[config.mk]
export PLATFORM = sky130hd
export DESIGN_NAME = log_db_scaler
export DESIGN_NICKNAME = d
export VERILOG_FILES = /design/src/rtl/log_db_scaler.sv
export SDC_FILE = /design/constraint.sdc
export NUM_CORES = 2
export LEC_CHECK = 0
export BUFFER_PORTS_ARGS = -buffer_cell sky130_fd_sc_hd__buf_4
export CAP_MARGIN = 40
export CORE_MARGIN = 2
export CORE_UTILIZATION = 35
export CTS_CLUSTER_DIAMETER = 30
export DETAILED_ROUTE_END_ITERATION = 10
export GPL_TIMING_DRIVEN = 0
export SLEW_MARGIN = 20
export SYNTH_ARGS = -nofsm -noshare
export SYNTH_HDL_FRONTEND = slang
export SYNTH_SLANG_ARGS = --single-unit
export TNS_END_PERCENT = 30
[constraint.sdc]
create_clock -name i_clk -period 21.8 [get_ports i_clk]
set_clock_uncertainty 0.15 [all_clocks]
set_input_delay 4.36 -clock i_clk [delete_from_list [all_inputs] [get_ports i_clk]]
set_output_delay 4.36 -clock i_clk [all_outputs]
set_load 0.01 [all_outputs]
[src/rtl/log_db_scaler.sv]
// Scales the fix32_24 ln() stream by COEF (Q4.28, default 10/ln10 -> dB), rounds half up,
// and queues results in a show-ahead FIFO. Define LOG_DB_SAT_EN to clamp instead of wrap.
module log_db_scaler #(
   parameter logic [31:0] COEF      = 32'd1165800373,
   parameter int unsigned COEF_FRAC = 28,
   parameter int unsigned DEPTH     = 8,
   parameter int unsigned LW        = $clog2(DEPTH) + 1
) (
   input  logic          i_clk,
   input  logic          i_arst,
   input  logic          i_valid_in,
   input  logic [31:0]   i_data_in,
   output logic          o_valid_out,
   input  logic          i_ready,
   output logic [31:0]   o_data_out,
   output logic [LW-1:0] o_level,
   output logic          o_overflow,
   input  logic          i_clr_ovf
);

   localparam int unsigned AW = $clog2(DEPTH);
   localparam logic signed [63:0] RND = 64'sd1 <<< (COEF_FRAC - 1);

   logic               s1_valid;
   logic signed [31:0] s1_data;
   logic               s2_valid;
   logic signed [63:0] s2_prod;
   logic               s3_valid;
   logic        [31:0] s3_data;

   logic signed [63:0] mul_a;
   logic signed [63:0] mul_b;
   logic        [31:0] r32;

   logic [31:0]   mem [DEPTH];
   logic [LW-1:0] wr_ptr;
   logic [LW-1:0] rd_ptr;
   logic [LW-1:0] rd_nxt;
   logic [LW-1:0] level_nxt;
   logic [31:0]   head_nxt;
   logic          full;
   logic          pop;
   logic          push;
   logic          drop;

   always_comb begin
      mul_a = {{32{s1_data[31]}}, s1_data};
      mul_b = {32'b0, COEF};
   end

`ifdef LOG_DB_SAT_EN
   localparam logic signed [63:0] MAX32 = 64'sd2147483647;
   localparam logic signed [63:0] MIN32 = -64'sd2147483648;
   logic signed [63:0] rounded;

   always_comb begin
      rounded = (s2_prod + RND) >>> COEF_FRAC;
      if (rounded > MAX32)
         r32 = 32'h7FFF_FFFF;
      else if (rounded < MIN32)
         r32 = 32'h8000_0000;
      else
         r32 = rounded[31:0];
   end
`else
   always_comb begin
      r32 = 32'((s2_prod + RND) >>> COEF_FRAC);
   end
`endif

   always_ff @(posedge i_clk or posedge i_arst) begin
      if (i_arst) begin
         s1_valid <= 1'b0;
         s1_data  <= '0;
         s2_valid <= 1'b0;
         s2_prod  <= '0;
         s3_valid <= 1'b0;
         s3_data  <= '0;
      end else begin
         s1_valid <= i_valid_in;
         if (i_valid_in)
            s1_data <= i_data_in;
         s2_valid <= s1_valid;
         s2_prod  <= mul_a * mul_b;
         s3_valid <= s2_valid;
         s3_data  <= r32;
      end
   end

   // A full FIFO still accepts a push when the head is popped in the same cycle.
   always_comb begin
      full = (o_level == LW'(DEPTH));
      pop  = o_valid_out & i_ready;
      push = s3_valid & (~full | pop);
      drop = s3_valid & full & ~pop;

      level_nxt = o_level;
      if (push && !pop)
         level_nxt = o_level + LW'(1);
      else if (pop && !push)
         level_nxt = o_level - LW'(1);

      rd_nxt = pop ? rd_ptr + LW'(1) : rd_ptr;

      // Writing into an empty (or just-drained) FIFO bypasses memory into the head register.
      if (push && (o_level - LW'(pop)) == '0)
         head_nxt = s3_data;
      else
         head_nxt = mem[rd_nxt[AW-1:0]];
   end

   always_ff @(posedge i_clk) begin
      if (push)
         mem[wr_ptr[AW-1:0]] <= s3_data;
   end

   always_ff @(posedge i_clk or posedge i_arst) begin
      if (i_arst) begin
         wr_ptr      <= '0;
         rd_ptr      <= '0;
         o_level     <= '0;
         o_valid_out <= 1'b0;
         o_data_out  <= '0;
         o_overflow  <= 1'b0;
      end else begin
         if (push)
            wr_ptr <= wr_ptr + LW'(1);
         rd_ptr      <= rd_nxt;
         o_level     <= level_nxt;
         o_valid_out <= (level_nxt != '0);
         if (level_nxt != '0)
            o_data_out <= head_nxt;
         if (drop)
            o_overflow <= 1'b1;
         else if (i_clr_ovf)
            o_overflow <= 1'b0;
      end
   end

endmodule

==> flow_summary_export.csv <==
group,metric,value,unit
synth,yosysMostFrequentCell,"inv_1",
critical_path,crit_path_end_kind,"flop",
timing,period_share,40.5,%
timing,fin_crit,8.83,ns
synth,synth_edf_count,256,
clock_network,clock-sinks,400,
clock_network,ctsResizeCount,0,
clock_network,hold_buffers,0,
critical_path,timing.critical_path.mode_cell,"fa_1",
floorplan,start_util,35.3,%
synth,synthArstFlopShare,36.0,%
critical_path,cp_data_required_time,22.14,ns
timing,worstMarginPinSlew,0.869,ns
critical_path,path_cells,"inv_1, fa_1, inv_1, fa_1, ha_1, fa_1, fa_1, fa_1, fa_1, inv_1, fa_1, inv_1, ha_1, clkbuf_1, nand4_1, a2111oi_0, nand4_1, a311oi_2, buf_4, o211ai_1, o21ai_0, o41ai_1, o21ba_2, xnor2_1",
finish,final_nets,3783,
clock_network,clk_pin_slew_worst_paths,0.05,ns
synth,synth_area,34200,µm²
route,dr_total_vias,20000,
synth,synth_area_leaders,"fa_1 (29%), edfxtp_1 (22%), ha_1 (13%)",
route,drtIter0Drc,954,
floorplan,core_area,96900,µm²
finish,areaGrowthSynthToFinish,15.1,%
synth,synthesis.instances,2707,
placed_design,dpl.hpwl,65.5,mm
timing,tns,0,ns
clock_network,cts_buffers,75,
critical_path,critPathArrivalTime,9.17,ns
timing,slew_headroom,42.1,%
synth,ys_seq_area_share,33.0,%
synth,ys_types,65,
critical_path,crit_family,"adder cells",
critical_path,cp_slowest_cell,"dfrtp_1",
floorplan,io_pins,75,
route,wl_per_cell,19.4,µm
grt,antenna_found_initial,2,
worst_hold_path,holdCritPathClass,"reg -> reg",
synth,avgSynthCellArea,12.6,µm²
synth,synth_nets,3592,
critical_path,startpoint_type,"flop",
route,drcViolationCount,0,
critical_path,crit_start,"s1_data[9]",
grt,grt_max_degree,89,
critical_path,worstRegToRegCells,24,
route,routed_wl,82.0,mm
synth,synth_common_cells,"inv_1 (654), fa_1 (495), ha_1 (353)",
critical_path,r2r_slack,12.97,ns
status,outcome,"complete, no violations",
grt,first_global_vias,21900,
route,viasPerCell,4.72,
timing,slew_viol_final,0,
critical_path,path_class,"reg -> reg",
critical_path,r2r-start,"s1_data[9]",
timing,setup_viol,0,
critical_path,cp_slowest_stage_delay,0.81,ns
floorplan,row_count,114,
grt,grtUsageTotal,17.2,%
floorplan,die_h,317,µm
critical_path,critPathMaxFanout,12,
worst_hold_path,hold_depth,0,
synth,ys_ff_latch,400,
worst_hold_path,worstHoldEndpoint,"s3_valid",
clock_network,insertion_delay,0.62,ns
clock_network,cts_setup_buffers,0,
grt,grt_pass1_wl,129,mm
clock_network,cts_tree,"done",
synth,synth_top_cell_by_area,"fa_1",
placed_design,io_buffers,74,
critical_path,worst_r2r_endpoint,"s2_prod[59]",
critical_path,critPathBufInv,6,
route,ant_nets,0,
timing,rsz0062_at_grt,"false",
floorplan,die_w,317,µm
flow_run,cap_viol_max_count,0,
synth,synth_warnings,0,
grt,gr-total-overflow,0,
floorplan,fp.dieArea,100000,µm²
finish,drive_gt1_share,12.4,%
clock_network,htreeDepth,3,
timing,finalHoldViolCount,0,
synth,yosysTopAreaCellShare,29.0,%
synth,synth_flop_cell,"edfxtp_1",
timing,timing.fmax,113,MHz
route,drtPass1Iterations,7,
clock_network,cts.path.max_buffers,3,
placed_design,gp_congestion,0.913,
worst_hold_path,min_from,"s2_valid",
clock_network,cts-root-buf,"clkbuf_16",
-- area by class of cell --
type / instances / area [µm²]
multi-input cells: 1603 / 20300
plain buffers: 48 / 221
inverters: 656 / 2470
repair buffers: 114 / 1020
flip-flops and latches: 400 / 11300
well taps: 1276 / 1600
clock inverters: 46 / 478
clock buffers: 92 / 2010
diodes: 1 / 2.50
fillers: 9140 / 57400
-- worst max path at each step --
stage	cells after the start	slack [ns]	to
after floorplan	5	13.25	mem[0][0]
after global placement	6	9.69	mem[0][2]
after detailed placement	24	13.04	s2_prod[59]
after CTS	26	13.01	s2_prod[59]
after global routing	26	12.69	s2_prod[59]
final	24	12.97	s2_prod[59]
-- kinds of logic after synthesis --
logic type	count (synthesis)	synth area share [%]
adders and majority gates	848	41.9
buffers and inverters	704	7.85
DFF	400	33.0
and+or+nand+nor	283	3.78
AOI/OAI and AO/OA	228	4.01
muxes	134	6.70
xor gates and xnor gates	110	2.81
-- registers in the layout, indices dropped and copies added (netlist names), 3 cells and up --
signal      cells
mem           256
o_data_out     32
o_level         4
rd_ptr          3
s1_data        32
s2_prod        33
s3_data        32
wr_ptr          3
-- cell usage in the layout (no fill, tap or decap), types with 47 or more instances in the layout --
cell type	count
inv_1	653
fa_1	495
ha_1	353
edfxtp_1	256
dfrtp_1	143
nand2_1	142
o21ai_0	98
buf_4	88
clkbuf_16	76
xnor2_1	75
mux4_2	64
a21oi_1	47
-- metal layers --
metal | global-route usage, % | share of wire [%]
met1 | 23.5 | 45
met3 | 4.20 | 6.6
met4 | 5.31 | 3.0
met5 | 0 | 0.022
met2 | 27.0 | 45
-- per-stage QoR --
| stage | hold slack (ns) | util [%] | cell area, µm² | instances | setup slack, ns |
|---|---|---|---|---|---|
| 2_1_floorplan | 0.181 | - | 34200 | 2707 | 13.25 |
| 3_3_place_gp | 0.182 | 37.6 | 36400 | 4057 | 9.69 |
| 3_5_place_dp | 0.198 | 38.1 | 36900 | 4095 | 13.04 |
| 4_1_cts | 0.209 | 40.7 | 39400 | 4233 | 13.01 |
| 5_1_grt | 0.214 | 40.7 | 39400 | 4235 | 12.69 |
| 6_report | 0.206 | 40.7 | 39400 | 4236 | 12.97 |
Power is not shown: default switching activity piles up to over one toggle a cycle in this logic, so the estimate is an artifact.
